### config.mk
export PLATFORM = sky130hd
export DESIGN_NAME = reg_scoreboard
export DESIGN_NICKNAME = d
export VERILOG_FILES = /design/src/rtl/reg_scoreboard.sv
export SDC_FILE = /design/constraint.sdc
export NUM_CORES = 1
export LEC_CHECK = 0
export CORE_MARGIN = 10
export CORE_UTILIZATION = 51
export CTS_CLUSTER_DIAMETER = 100
export CTS_CLUSTER_SIZE = 28
export DETAILED_ROUTE_END_ITERATION = 10
export PLACE_DENSITY = 0.79
export SLEW_MARGIN = 20
export SYNTH_ARGS = -nofsm -noshare
export SYNTH_HDL_FRONTEND = slang
export SYNTH_SLANG_ARGS = --single-unit
### constraint.sdc
create_clock -name clk -period 3.17 [get_ports clk]
set_input_delay 0.7925 -clock clk [delete_from_list [all_inputs] [get_ports clk]]
set_output_delay 0.7925 -clock clk [all_outputs]
set_load 0.02 [all_outputs]
### src/rtl/reg_scoreboard.sv
// Write-pending scoreboard between decode and writeback: tracks outstanding
// register writes per architectural register and stalls decode on hazards.
module reg_scoreboard #(
    parameter int unsigned MAX_INFLIGHT = 4
) (
    input  logic       clk,
    input  logic       rst,
    input  logic       issue_valid,
    input  logic [2:0] rs_sel,
    input  logic       rs_used,
    input  logic [2:0] rt_sel,
    input  logic       rt_used,
    input  logic [2:0] rd_sel,
    input  logic       rd_write,
    input  logic       retire_valid,
    input  logic [2:0] retire_sel,
    output logic       stall,
    output logic       issue_fire,
    output logic [7:0] pending,
    output logic [2:0] inflight,
    output logic       err
);

    localparam logic [2:0] MAX_CNT = 3'(MAX_INFLIGHT);

    logic [1:0] cnt      [8];
    logic [1:0] cnt_next [8];
    logic [2:0] inflight_next;

    logic raw;
    logic waw_sat;
    logic full;
    logic inc;
    logic ret_ok;
    logic underflow;

    // Hazards look only at registered counts so retire_* never reaches stall.
    always_comb begin
        raw        = (rs_used && (cnt[rs_sel] != 2'd0)) ||
                     (rt_used && (cnt[rt_sel] != 2'd0));
        waw_sat    = rd_write && (cnt[rd_sel] == 2'd3);
        full       = rd_write && (inflight == MAX_CNT);
        stall      = issue_valid && (raw || waw_sat || full);
        issue_fire = issue_valid && !stall;
        inc        = issue_fire && rd_write;
        ret_ok     = retire_valid && (cnt[retire_sel] != 2'd0);
        underflow  = retire_valid && (cnt[retire_sel] == 2'd0);
    end

    always_comb begin
        for (int unsigned i = 0; i < 8; i++) begin
            cnt_next[i] = cnt[i];
            if (inc && (rd_sel == 3'(i)) && !(ret_ok && (retire_sel == 3'(i))))
                cnt_next[i] = cnt[i] + 2'd1;
            else if (ret_ok && (retire_sel == 3'(i)) && !(inc && (rd_sel == 3'(i))))
                cnt_next[i] = cnt[i] - 2'd1;
        end
    end

    always_comb begin
        inflight_next = inflight;
        if (inc && !ret_ok)
            inflight_next = inflight + 3'd1;
        else if (ret_ok && !inc)
            inflight_next = inflight - 3'd1;
    end

    always_ff @(posedge clk or posedge rst) begin
        if (rst) begin
            for (int unsigned i = 0; i < 8; i++)
                cnt[i] <= '0;
            inflight <= '0;
            err      <= 1'b0;
        end else begin
            for (int unsigned i = 0; i < 8; i++)
                cnt[i] <= cnt_next[i];
            inflight <= inflight_next;
            if (underflow)
                err <= 1'b1;
        end
    end

    always_comb begin
        pending = '0;
        for (int unsigned i = 0; i < 8; i++)
            pending[i] = (cnt[i] != 2'd0);
    end

endmodule

==> impl_metrics.tcl <==
set metrics [dict create \
    worst-endpoint-required_ns 2.38 \
    clock_sinks 20 \
    slew_headroom_pct 47.9 \
    grt_pass1_vias 1556 \
    core_area_mm2 0.00305 \
    cts_buffers 3 \
    p_sw_mw 0.739 \
    slew_viol_final 0 \
    grt_pass1_wl_um 7470 \
    status "complete, but fails checks" \
    reg2reg_from "cnt[0]" \
    synth_flop_cell "dfrtp_1" \
    syn_inst 177 \
    rsz0062_at_grt "yes" \
    initialDrtViolationCount 92 \
    finClkSkew_ns 0.00266 \
    hp-start "err" \
    endpoint_kind "output pin" \
    r2r-end "inflight[2]" \
    avgSynthCellArea_um2 9.15 \
    synthArstFlopShare_pct 100 \
    wl_per_cell_um 16.5 \
    seqPwrFrac_pct 37.9 \
    finalPower_mw 1.63 \
    switching_share_pct 45.4 \
    dieArea_mm2 0.00583 \
    stdcell_count 270 \
    wl_met3_um 313 \
    yosysMostFrequentCell "nor2_1" \
    synth_nets 206 \
    clkPwrFrac_pct 9.4 \
    vias 1501 \
    netlist_area_mm2 0.00162 \
    synth.area.top_cells "dfrtp_1 31%, xor2_1 9.7%, ha_1 6.9%, nor2_1 5.3%, xnor2_1 4.9%" \
    top_layer "met4" \
    ant_nets 0 \
    r2r_setup_slack_ns 0.44 \
    crit_fanout 4 \
    yosysTopAreaCellShare_pct 30.9 \
    rows 20 \
    root_buffer "clkbuf_4" \
    worst_slack_ns -0.0429 \
    min_to "err" \
    die_h_um 76.4 \
    initial_core_util_pct 53.1 \
    fmax_mhz 311 \
    post-route-util_pct 72.3 \
    place_ws_ns -0.613 \
    area_delta_synth_final_pct 36.2 \
    drv_cap 0 \
    worst_slew_pin_slew_ns 0.780 \
    synth_edf_count 0 \
    vias_per_cell 5.56 \
    ys_top_cells_by_count "23 x nor2_1, 20 x dfrtp_1, 18 x xor2_1, 13 x inv_1" \
    ys_ff_latch 20 \
    antenna_found_initial 0 \
    dp_cells 265 \
    yosys.area.top_type "dfrtp_1" \
    drt-total-wl_um 4450 \
    htreeDepth 1 \
    seq_area_um2 500 \
    crit_arrival_ns 2.42 \
    port-buffer-count 32 \
    multi_input_area_mm2 0.00108 \
    period_needed_ns 3.21 \
    fill_cells 228 \
    reg2regPathDepth 13 \
    yosysWarnings 0 \
    violations "setup timing" \
    p_leak_nw 0.950 \
    peakVddDrop_uv 424 \
    cts_tree "yes" \
    p_per_area_mw_per_mm2 738 \
    wl_met2_um 2200 \
    yosysSeqAreaShare_pct 30.9 \
    clk_path_buf_depth 2 \
    grt-ovfl-total 0 \
    grt_util_all_layers_pct 15.3 \
    grt_max_degree 21 \
    drc_errors 0 \
    n_antenna_cell 0 \
    dr.pass1.iters 4 \
    cp-start-kind "input port" \
    hpwl_um 3440 \
    fp.dieW_um 76.4 \
    wl_met1_um 1920 \
    min_path_cells 1 \
    fin_crit_sh_pct 101 \
    crit_type "input port to output pin" \
    gp_congestion 0.921 \
    finalHoldViolations 0 \
    p_int_mw 0.889 \
    hold_path_class "flop to flop" \
    drive_gt1_share_pct 20.4 \
    clk_pin_slew_worst_paths_ns 0.12 \
    boundaryPins 33 \
    synth_cell_type_count 41 \
    setup_viol 1 \
    p_comb_share_pct 52.7 \
    clk_latency_ns 0.30 \
    nets 256 \
]
-- flip-flops by register name (all words and copies together) (netlist names) --
name      count
cnt          16
err           1
inflight      3
-- cell usage in the layout (no fill, tap or decap), types with 2 or more instances in the layout --
cell and n:
dlygate4sd2_1 3, o21bai_1 5, a31oi_1 2, dfrtp_1 20
nor4b_4 3, nand4b_1 2, xnor2_1 9, nand4_1 3
or3_1 3, buf_4 23, xor2_1 18, o221ai_1 3
nand3b_1 4, a32oi_2 2, clkdlybuf4s50_1 25, a21oi_1 2
nor3b_1 4, clkdlybuf4s15_2 2, nand2_1 5, a211oi_1 2
ha_1 9, or2_2 2, inv_1 13, nor3_1 7
nor4b_2 3, nand3_1 6, nor2b_1 2, clkbuf_4 3
nor2_1 23
-- routing by layer --
layer / track usage [%] / up-vias
met5: 0 / -
met4: 4.09 / 0
met3: 3.30 / 2
met2: 27.0 / 62
met1: 18.1 / 712
li1: - / 725
-- worst max-delay path, stage by stage --
cell,delay (ns)
clkdlybuf4s50_1,0.45
buf_4,0.17
o21bai_1,0.16
a32oi_2,0.25
o311ai_1,0.16
and2_1,0.19
clkdlybuf4s15_2,0.25
-- power groups by stage --
| stage | sequential (mW) | combinational [mW] | clock (mW) |
|---|---|---|---|
| after floorplan | 0.507 | 0.557 | 0 |
| after global placement | 0.595 | 0.809 | 0 |
| after detailed placement | 0.598 | 0.838 | 0 |
| after CTS | 0.605 | 0.854 | 0.156 |
| after global routing | 0.638 | 0.933 | 0.167 |
| final | 0.617 | 0.858 | 0.154 |
-- worst max path at each step --
stage | cells past startpoint | slack, ns | end | startpoint
floorplan | 12 | 0.45 | inflight[2] | rd_sel[2]
global placement | 7 | -0.56 | stall | rd_sel[1]
detailed placement | 7 | -0.61 | stall | rd_sel[1]
CTS | 7 | -0.003 | stall | rt_sel[1]
global route | 7 | -0.1 | stall | rt_sel[1]
finish | 7 | -0.04 | stall | rt_sel[1]
-- cell families after synthesis --
family | count (synthesis) | synth area share (%)
xor gates and xnor gates | 27 | 14.6
and+or+nand+nor | 74 | 26.7
muxes | 1 | 0.695
DFF | 20 | 30.9
AOI/OAI and AO/OA | 22 | 12.6
adders and majority gates | 10 | 8.19
buffers and inverters | 23 | 6.33
-- cell type report --
cell class / instances / area share, %
clock buffer: 4 / 1.64
inverter: 13 / 2.21
multi-input combinational: 134 / 48.8
sequential: 20 / 22.7
tap: 44 / 2.49
timing repair buffer: 55 / 22.2
-- what timing repair did --
item,CTS,global route
hold buffers,0,0
setup buffers,1,0
pin swaps,2,3
endpoints found under the setup margin,2,5
gates resized for setup,18,6
gates cloned,0,0
-- stage by stage --
stage	setup TNS (ns)	cell area [um^2]	hold slack, ns
final	-0.0429	2210	0.491
after global routing	-0.0992	2210	0.526
after CTS	-0.00315	2180	0.498
after detailed placement	-3.98	2110	0.468
after global placement	-2.62	2110	0.463
after floorplan	0	1620	0.463
Power figures use the tool's default switching activity.
